### src/rtl/adc_sample_averager.sv
// rtl/adc_sample_averager.sv - paces ADC reads, averages 2^LOG2_AVG samples, valid/ready result output
module adc_sample_averager #(
  parameter int DATA_WIDTH = 16,
  parameter int LOG2_AVG   = 4,
  parameter int ROUND      = 1
) (
  input  logic                  clk_adc,
  input  logic                  rst,
  input  logic                  enable_i,
  input  logic                  clear_i,
  output logic                  sample_req_o,
  input  logic [DATA_WIDTH-1:0] sample_data_i,
  input  logic                  sample_valid_i,
  output logic [DATA_WIDTH-1:0] avg_data_o,
  output logic                  avg_valid_o,
  input  logic                  avg_ready_i,
  output logic [LOG2_AVG:0]     sample_count_o,
  output logic                  overrun_o
);

  localparam int ACC_W = DATA_WIDTH + LOG2_AVG;
  localparam int CNT_W = LOG2_AVG + 1;
  localparam logic [CNT_W-1:0] LAST_CNT = CNT_W'((1 << LOG2_AVG) - 1);
  localparam logic [ACC_W:0]   RND      = (ROUND != 0) ? (ACC_W+1)'((1 << LOG2_AVG) / 2) : '0;

  typedef enum logic {IDLE, ACCUM} state_t;

  state_t                  state_q, state_d;
  logic [ACC_W-1:0]        acc_q, acc_d, acc_sum;
  logic [CNT_W-1:0]        cnt_q, cnt_d;
  logic                    last;
  logic                    load;
  logic                    drop;
  logic [ACC_W:0]          rounded;
  logic [DATA_WIDTH:0]     shifted;
  logic [DATA_WIDTH-1:0]   result;

  always_ff @(posedge clk_adc or posedge rst) begin
    if (rst) begin
      state_q <= IDLE;
      acc_q   <= '0;
      cnt_q   <= '0;
    end else begin
      state_q <= state_d;
      acc_q   <= acc_d;
      cnt_q   <= cnt_d;
    end
  end

  // A sample arriving with the enable fall is discarded along with the partial block.
  always_comb begin
    state_d = state_q;
    acc_d   = acc_q;
    cnt_d   = cnt_q;
    last    = 1'b0;
    acc_sum = acc_q + ACC_W'(sample_data_i);
    case (state_q)
      IDLE: begin
        acc_d = '0;
        cnt_d = '0;
        if (enable_i) state_d = ACCUM;
      end
      ACCUM: begin
        if (!enable_i) begin
          state_d = IDLE;
          acc_d   = '0;
          cnt_d   = '0;
        end else if (sample_valid_i) begin
          if (cnt_q == LAST_CNT) begin
            last  = 1'b1;
            acc_d = '0;
            cnt_d = '0;
          end else begin
            acc_d = acc_sum;
            cnt_d = cnt_q + CNT_W'(1);
          end
        end
      end
      default: state_d = IDLE;
    endcase
  end

  // Extra bit keeps the rounding carry; saturate if it reaches the result MSB.
  always_comb begin
    rounded = {1'b0, acc_sum} + RND;
    shifted = (DATA_WIDTH+1)'(rounded >> LOG2_AVG);
    result  = shifted[DATA_WIDTH] ? '1 : shifted[DATA_WIDTH-1:0];
    load    = last && (!avg_valid_o || avg_ready_i);
    drop    = last && avg_valid_o && !avg_ready_i;
  end

  always_ff @(posedge clk_adc or posedge rst) begin
    if (rst) begin
      avg_data_o  <= '0;
      avg_valid_o <= 1'b0;
      overrun_o   <= 1'b0;
    end else begin
      if (load) begin
        avg_data_o  <= result;
        avg_valid_o <= 1'b1;
      end else if (avg_valid_o && avg_ready_i) begin
        avg_valid_o <= 1'b0;
      end
      if (drop)         overrun_o <= 1'b1;
      else if (clear_i) overrun_o <= 1'b0;
    end
  end

  assign sample_req_o   = (state_q == ACCUM);
  assign sample_count_o = cnt_q;

endmodule

### config.mk
export PLATFORM = sky130hd
export DESIGN_NAME = adc_sample_averager
export DESIGN_NICKNAME = d
export VERILOG_FILES = /design/src/rtl/adc_sample_averager.sv
export SDC_FILE = /design/constraint.sdc
export NUM_CORES = 1
export LEC_CHECK = 0
export CORE_AREA = 2 2 81 83
export DETAILED_ROUTE_END_ITERATION = 8
export DIE_AREA = 0 0 83 85
export PLACE_DENSITY = 0.81
export SYNTH_ARGS = -nofsm -noshare
export SYNTH_HDL_FRONTEND = slang
export SYNTH_SLANG_ARGS = --single-unit
### constraint.sdc
create_clock -name clk_adc -period 4.45 [get_ports clk_adc]
set_input_delay 0.89 -clock clk_adc [delete_from_list [all_inputs] [get_ports clk_adc]]
set_output_delay 0.89 -clock clk_adc [all_outputs]
set_load 0.05 [all_outputs]
==> results.sh, run 1 <==
export IMPL_status="finished, final reports clean"
export IMPL_cts_root_buffer="clkbuf_8"
export IMPL_r2r_setup_slack_ps=1020
export IMPL_final_antenna_net_count=0
export IMPL_syn_cell_area_um2=3350
export IMPL_grtUsageTotal_pct=22.1
export IMPL_fin_cells=466
export IMPL_layout_drive_gt1_share_pct=11.8
export IMPL_cts_buffers=5
export IMPL_cp_max_fo=14
export IMPL_routed_via_density=6.09
export IMPL_synthToLayoutAreaGrowth_pct=19.1
export IMPL_grt_max_degree=45
export IMPL_end_kind="flip-flop"
export IMPL_finalPower_uw=987
export IMPL_cts_resized=0
export IMPL_setup_tns_final_ps=0
export IMPL_drtIter0Drc=141
export IMPL_synth_cells=346
export IMPL_yosysWarnings=0
export IMPL_finClkSkew_ps=7.81
export IMPL_grt_first_pass_wirelength_mm=12.7
export IMPL_top_usage_layer="met2"
export IMPL_pre_cts_slack_ps=94.6
export IMPL_grt_pass1_vias=2714
export IMPL_clock_latency_ps=300
export IMPL_wl_per_cell_um=16.4
export IMPL_vias=2836
export IMPL_drc_errors=0
export IMPL_placed_cells=458
export IMPL_hold_path_class="reg -> reg"
export IMPL_worstSetupPathType="in -> reg"
export IMPL_synth_seq_area_share_pct=32.9
export IMPL_clk_pin_slew_ps=90
export IMPL_use_met3_pct=3.21
export IMPL_cp_required_ps=4670
export IMPL_intPower_uw=690
export IMPL_p_seq_share_pct=41.7
export IMPL_synth_edf_count=0
export IMPL_fin_nets=429
export IMPL_clockBufferDepth=2
export IMPL_die_h_um=85
export IMPL_timing_hold_ws_ps=499
export IMPL_postPlaceCellArea_um2=3860
export IMPL_cts_sinks=44
export IMPL_min_period_ps=4040
export IMPL_drt_total_wl_mm=7.65
export IMPL_htreeDepth=2
export IMPL_combPwrFrac_pct=25.3
export IMPL_finalCoreUtilization_pct=64.2
export IMPL_io_buffers=45
export IMPL_use_met1_pct=27.7
export IMPL_max_freq_mhz=247
export IMPL_setup_slack_ps=406
export IMPL_nFillCells=519
export IMPL_avgSynthCellArea_um2=9.67
export IMPL_worst_pin_slew_ps=996
export IMPL_power_density_nw_per_um2=248
export IMPL_synth_ff_type="dfrtp_1"
export IMPL_antenna_cells=0
export IMPL_final_area_um2=3990
export IMPL_p_leak_nw=1.72
export IMPL_finalSetupViolations=0
export IMPL_dp_hpwl_mm=5.85
export IMPL_min_period_over_period_pct=90.9
export IMPL_hold_violations=0
export IMPL_slew_headroom_pct=33.5
export IMPL_clkPwrFrac_pct=33.0
export IMPL_rsz0062_at_grt="no"
export IMPL_start_kind="input pin"
export IMPL_p_switching_uw=298
export IMPL_rows=29
export IMPL_seq_area_um2=1100
export IMPL_peakVddDrop_uv=150
export IMPL_dieArea_um2=7060
export IMPL_antenna_found_initial=0
export IMPL_coreArea_um2=6200
export IMPL_ios=46
export IMPL_start_util_pct=53.9
export IMPL_yosysUniqueCellTypes=68
export IMPL_synthArstFlopShare_pct=100
export IMPL_place_congestion=0.948
export IMPL_slew_viol_final=0
export IMPL_gr_usage_met2_pct=37.9
export IMPL_synth_ff_latch_count=44
export IMPL_cap_violations=0
export IMPL_post_cts_setup_buffers=0
export IMPL_syn_num_nets=387
export IMPL_fp_dieW_um=83
export IMPL_multi_input_area_um2=2110
export IMPL_cts_hold_buf=0
export IMPL_cts_tree="built"
export IMPL_firstDrtPassIters=4
export IMPL_switching_share_pct=30.2
export IMPL_cp_arrival_ps=4270
export IMPL_grt_overflow=0
path summary, 6_finish.rpt:
path / start / end / cells after the start
worst max-delay path: sample_data_i[0] / avg_data_o[11]$_DFFE_PP0P_ / 13
worst min-delay path: avg_data_o[14]$_DFFE_PP0P_ / avg_data_o[14]$_DFFE_PP0P_ / 1
worst max register to register: acc_q[0]$_DFFE_PP0P_ / avg_data_o[11]$_DFFE_PP0P_ / 12
worst min register to register: avg_data_o[14]$_DFFE_PP0P_ / avg_data_o[14]$_DFFE_PP0P_ / 1
max in group asynchronous: rst / sample_count_o[3]$_DFFE_PP0P_ / 3
min in group asynchronous: rst / avg_data_o[0]$_DFFE_PP0P_ / 3
flip-flops by register name, indices dropped and copies added, names as in the netlist:
register,count
acc_q,20
avg_data_o,16
avg_valid_o,1
overrun_o,1
sample_count_o,5
sample_req_o,1
cells in the mapped netlist, drive strengths merged (7+ instances only):
cell type	number	area share [%]
nand2	23	2.6
nor2	35	3.9
dfrtp	44	33
xor2	14	3.9
ha	18	6.7
clkbuf	11	1.2
a22o	13	3.4
a31oi	17	7.7
inv	9	1.0
xnor2	17	4.7
buf	8	2.0
a21oi	22	3.4
a21o	7	1.6
nand3	15	2.2
o21ai	14	2.2
nor3	8	1.5
cell type report:
cell class	instances	share of cell area [%]
Sequential cell	44	27.6
Tap cell	77	2.42
Clock inverter	2	0.973
Inverter	9	0.848
Clock buffer	6	2.07
Multi-Input combinational cell	274	53.1
Timing Repair Buffer	54	13.0
power groups by stage:
stage | clock (mW) | combinational [mW] | sequential, mW
5_1_grt | 0.346 | 0.270 | 0.413
6_report | 0.326 | 0.250 | 0.412
2_1_floorplan | 0 | 0.175 | 0.422
3_3_place_gp | 0 | 0.240 | 0.420
4_1_cts | 0.332 | 0.247 | 0.412
3_5_place_dp | 0 | 0.246 | 0.420
kinds of logic after synthesis:
family | count (synthesis) | synth area share [%]
xor+xnor | 31 | 8.56
compound gates | 107 | 28.5
flops | 44 | 32.9
simple gates | 114 | 17.5
fa+ha+maj | 19 | 7.33
buf+inv | 28 | 4.22
mux | 3 | 0.935
worst max-delay path, stage by stage:
cell and delay [ps]:
clkdlybuf4s50_1 400, ha_1 230, fa_1 460, a211oi_1 270, o21a_2 200, o221a_4 250, xnor2_2 150, nor3b_2 280
nand4_1 130, a31oi_1 420, nand4b_4 130, buf_4 240, a31oi_1 200
layout by cell type, fill, tap and decap left out, types with 8 or more instances in the layout:
master,instances
clkdlybuf4s50_1,45
dfrtp_1,44
nor2_1,34
nand2_1,23
a21oi_1,21
ha_1,18
xnor2_1,16
nand3_1,15
xor2_1,13
a22o_1,13
o21ai_0,12
a31oi_4,10
buf_4,9
inv_1,8
metal layers:
metal / vias up / wire length, um
met4: 0 / 206
met5: - / 0
met3: 15 / 299
met1: 1368 / 3420
li1: 1377 / -
met2: 76 / 3720
Note: power is estimated with default switching activity, not from simulation.
==> inputs of run 2 (changes only) <==
--- a/config.mk
+++ b/config.mk
@@ -9,6 +9,7 @@
 export DETAILED_ROUTE_END_ITERATION = 8
 export DIE_AREA = 0 0 83 85
 export PLACE_DENSITY = 0.81
+export SLEW_MARGIN = 15
 export SYNTH_ARGS = -nofsm -noshare
 export SYNTH_HDL_FRONTEND = slang
 export SYNTH_SLANG_ARGS = --single-unit
==> results of run 2 <==
The final DEF is identical to that of run 1; final timing and power are the same.
==> patch 1, RTL diff (flow settings as in run 2) <==
Compare `cnt_q` against `LAST_CNT` with >= in place of ==.
--- a/src/rtl/adc_sample_averager.sv
+++ b/src/rtl/adc_sample_averager.sv
@@ -68,3 +68,3 @@
         end else if (sample_valid_i) begin
-          if (cnt_q == LAST_CNT) begin
+          if (cnt_q >= LAST_CNT) begin
             last  = 1'b1;
Formal check against the unedited RTL: no difference found for any inputs over 10 cycles, from zero or initial values and one cycle with rst high; that may be too few to reach the edited logic, so the function may still have changed.
==> patch 1 against run 2 <==
  * Sequential cell count unchanged
  * Sequential share of layout area grew 0.32 points
  * Area after synthesis decreased by 2.8%
  * Via count stayed put
  * Setup slack better by 0.076 ns
  * Combinational power down 5%
  * Total power grew 0.16%
  * Routed wire length fell by 0.89%
  * Core utilization decreased by 0.75 points
  * Design area shrank 1.2%
  * Critical endpoint is now avg_data_o[15]
==> patch 1: results (changes against run 2) <==
* Outcome: completed
* FFs & Latches at 44 (unchanged)
* Share of cells above drive strength 1 at 0.140 (+0.0217)
* Bufs w/o clock at 58 (+7.4%)
* Worst-path maximum fanout at 6 (-8)
* Inverters, non-clock at 12 (+3)
* CP peak stage delay at 0.42 ns (-0.04 ns)
* Max stage delay cell, worst path: fa_1
* Vias in the first global route at 2727 (+0.48%)
* First-pass GRT wire length at 12800 um (+1.5%)
* Worst slew pin tran at 0.765 ns (-0.231 ns)
* CP Data Arrival Time at 4.22 ns (-0.05 ns)
* Clock network area share at 0.0308 (+0.000358)
* Sequential area share after synthesis at 0.338 (+0.00936)
* Synth top area cells: dfrtp_1, ha_1, o21ai_0
* GRT Overall Usage at 0.225 (+0.00365)
* Vias/cell at 5.95 (-2.3%)
* Flop-to-flop setup slack at 1.12 ns (+0.10 ns)
* Initial DRC count at 188 (+33%)
* DP HPWL at 5790 um (-1.0%)
* Fraction of area in multi-input gates at 0.515 (-0.0160)
* Post-synth top cells: dfrtp_1, nand2_1, nor2_1
* Clk Latency, worst-skew pair at 0.31 ns
* Total Nets Final at 441 (+2.8%)
* Synth cell types at 70 (+2.9%)
* Post-CTS Setup Inserts at 0 (unchanged)
* WL/cell at 15.9 um (-3.2%)
* LEAKAGE at 0.00169 uW (-1.7%)
* Reg2reg end: avg_data_o[15]
* Syn Inst Count at 350 (+1.2%)
* Hold Crit Depth at 2 (+1)
* Hold_ws at 0.486 ns (-0.0137 ns)
* First-pass iteration count of the detailed router at 4 (unchanged)
* Final Routed Wirelength at 7580 um (-0.89%)
* Non-clock buffering overhead at 0.139 (+0.00915)
* Multi-input logic cell count at 278 (+1.5%)
* Clk_skew at 0.00430 ns (-0.00351 ns)
* Worst Hold Class: reg2reg
* Initial antenna violation count at 0 (unchanged)
* Total placed cells including tap cells at 469 (+2.4%)
* Post-Syn Nets at 392 (+1.3%)
* Layout fillers at 505 (-2.7%)
* Fraction of area in registers at 0.280 (+0.00325)
* CP delay by family, top: simple AND/OR/NAND/NOR gates
## patch 1: worst min-delay path: stages, from the launching register on
cell     delay, ns
dfrtp_1       0.35
nand2_1       0.05
o31ai_1       0.05
## patch 1: logic make-up after synthesis
family	after synthesis	synth area share
compound gates	112	0.269
xor+xnor	22	0.0684
fa+ha+maj	20	0.0792
buf+inv	28	0.0396
flops	44	0.338
simple gates	124	0.205
## patch 1: through the flow
stage / area [um2] / setup slack, ns
floorplan: 3250 / 0.836
global placement: 3820 / 0.303
detailed placement: 3820 / 0.159
CTS: 3940 / 0.488
global route: 3940 / 0.295
finish: 3940 / 0.481
## patch 1: report_power, final
part | total (uW) | internal [uW] | leakage, uW | switching, uW
Clock | 339 | 184 | 0.0000614 | 155
Sequential | 412 | 407 | 0.000608 | 5.32
Combinational | 238 | 99.1 | 0.00102 | 139
## patch 1: per-layer routing
layer | GRT usage | part of all wire
met3 | 0.0302 | 0.051
met1 | 0.304 | 0.45
met5 | 0 | 0
met4 | 0.0641 | 0.015
met2 | 0.380 | 0.48
==> patch 2, RTL diff (settings of run 2) <==
Without the edit above. Set the parameter `ROUND` to 0 (it was 1).
--- a/src/rtl/adc_sample_averager.sv
+++ b/src/rtl/adc_sample_averager.sv
@@ -4,3 +4,3 @@
   parameter int LOG2_AVG   = 4,
-  parameter int ROUND      = 1
+  parameter int ROUND      = 0
 ) (
Behaviour: no difference found for any inputs over 10 cycles, from zero or initial values and one cycle with rst high; that may be too few to reach the edited logic, so the function may still have changed.
==> patch 2 against run 2 <==
  * Total power is 11% lower
  * Cell count is 18% lower
  * Area after synthesis down 20%
  * Design area decreased by 17%
  * Combinational power fell by 40%
  * First-iteration DRC count is 25% lower
  * Setup slack gained 1.1 ns
  * Via count shrank 25%
  * Routed wire length fell by 23%
  * Sequential cell count stayed put
  * Largest cell class unchanged
  * Largest power group unchanged
  * Highest routed layer unchanged
==> patch 2: results (changes against run 2) <==
* Worst Hold Class: reg2reg
* FFs w/ async S/R, synth at 1.00 (unchanged)
* Longest Clk Path Bufs at 2 (unchanged)
* Ant diodes at 0 (unchanged)
* Die area at 7060 um2 (unchanged)
* H-tree levels at 2 (unchanged)
* Max FFs per register at 20 (unchanged)
* Vias in the first global route at 2166 (-20%)
* LEAKAGE at 0.00155 uW (-10%)
* Hold Crit Depth at 2 (+1)
* Setup TNS at 0 ns (unchanged)
* Total Nets Final at 345 (-20%)
* Number of synthesis warnings at 0 (unchanged)
* I/O Buffers at 45 (unchanged)
* Share of cells above drive strength 1 at 0.118 (-0.000605)
* Largest net degree at the start of global routing at 45 (unchanged)
* Peak supply drop at 191 uV (+27%)
* Initial antenna violation count at 0 (unchanged)
* Worst-path maximum fanout at 3 (-11)
* Most flops, register: acc_q
* Synth top area cells: dfrtp_1, ha_1, nand2_1
* First-pass iteration count of the detailed router at 4 (unchanged)
* Final Max Slew Viols at 0 (unchanged)
* Outcome: completed
* Clk Latency, worst-skew pair at 0.31 ns
* Synth cell types at 58 (-15%)
* Post-synth top cells: dfrtp_1, nand2_1, ha_1
* Post-CTS sizing at 0 (unchanged)
* Clk_skew at 0.0113 ns (+0.00346 ns)
* DP HPWL at 4150 um (-29%)
* EDFF count, synth at 0 (unchanged)
* Post-Place Cell Area at 3210 um2 (-17%)
* Vias/cell at 5.54 (-9.0%)
* Post-Syn Nets at 301 (-22%)
* CP Data Arrival Time at 3.12 ns (-1.15 ns)
* CP peak stage delay at 0.47 ns
* WL/cell at 15.3 um (-6.5%)
* Root buffer cell: clkbuf_8
* First-pass GRT wire length at 9980 um (-21%)
* Ys flop type: dfrtp_1
* Gpl congestion at 0.852 (-10%)
* CP delay by family, top: adder cells
* Sequential area share after synthesis at 0.411 (+0.0817)
* Initial DRC count at 106 (-25%)
* Max stage delay cell, worst path: clkdlybuf4s50_1
* Worst slew pin tran at 1.02 ns (+0.0271 ns)
* GRT Overall Usage at 0.174 (-0.0466)
* Worst Reg-to-Reg Cells at 7 (-5)
* Post-CTS Setup Inserts at 0 (unchanged)
* Clk slew on worst S/H paths at 0.09 ns (about the same)
* Num CTS Buffers at 5 (unchanged)
-- patch 2: cell types whose count changed after synthesis, sizes merged, moves of 8 or more --
cell,run 2,this run
nor2,35,5
nand2,23,38
a31oi,17,5
a21oi,22,11
nand3,15,7
xor2,14,6
-- patch 2: cell families after synthesis --
| group | after synthesis | synth area share |
|---|---|---|
| AOI/OAI and AO/OA | 76 | 0.234 |
| xor gates and xnor gates | 16 | 0.0523 |
| adders and majority gates | 18 | 0.0868 |
| buffers and inverters | 18 | 0.0266 |
| DFF | 44 | 0.411 |
| muxes | 7 | 0.0313 |
| and+or+nand+nor | 82 | 0.158 |
-- patch 2: path summary, 6_finish.rpt --
kind                                        from  slack (ns)        endpoint
worst max-delay path            sample_data_i[0]        1.53  avg_data_o[14]
worst min-delay path               avg_data_o[7]        0.48   avg_data_o[7]
min in group asynchronous                    rst        1.01  avg_data_o[14]
worst min register to register     avg_data_o[7]        0.48   avg_data_o[7]
worst max register to register          acc_q[7]        2.19  avg_data_o[12]
max in group asynchronous                    rst        3.05   avg_data_o[3]
-- patch 2: layout make-up --
class,instances,area (um2)
Fill cell,564,2880
Timing Repair Buffer,48,473
Clock buffer,5,68.8
Clock inverter,3,46.3
Tap cell,77,96.3
Inverter,7,26.3
Sequential cell,44,1100
Multi-Input combinational cell,199,1510
-- patch 2: power breakdown --
group	leakage, uW	switching (uW)	internal [uW]
Sequential	0.000607	5.79	407
Combinational	0.000883	84.3	67.0
Clock	0.0000548	147	169
Total	0.00155	237	643
-- patch 2: tightest hold or removal path, delay by kind of cell, from the launching register on --
kind | cells | cell delay [ns]
flip-flops | 1 | 0.35
AND/OR/NAND/NOR | 2 | 0.10
-- patch 2: through the flow --
stage	cells	worst slack, ns	util
finish	383	1.53	0.536
global route	383	1.38	0.536
CTS	383	1.54	0.536
detailed placement	375	1.23	0.517
global placement	375	1.26	0.517
floorplan	261	1.87	-
-- patch 2: routing by layer --
layer	GRT usage	routed length, um	vias to the layer above
met3	0.0370	220	5
li1	-	-	1043
met4	0.0537	53	0
met5	0	0	-
met1	0.228	2770	1029
met2	0.292	2830	43
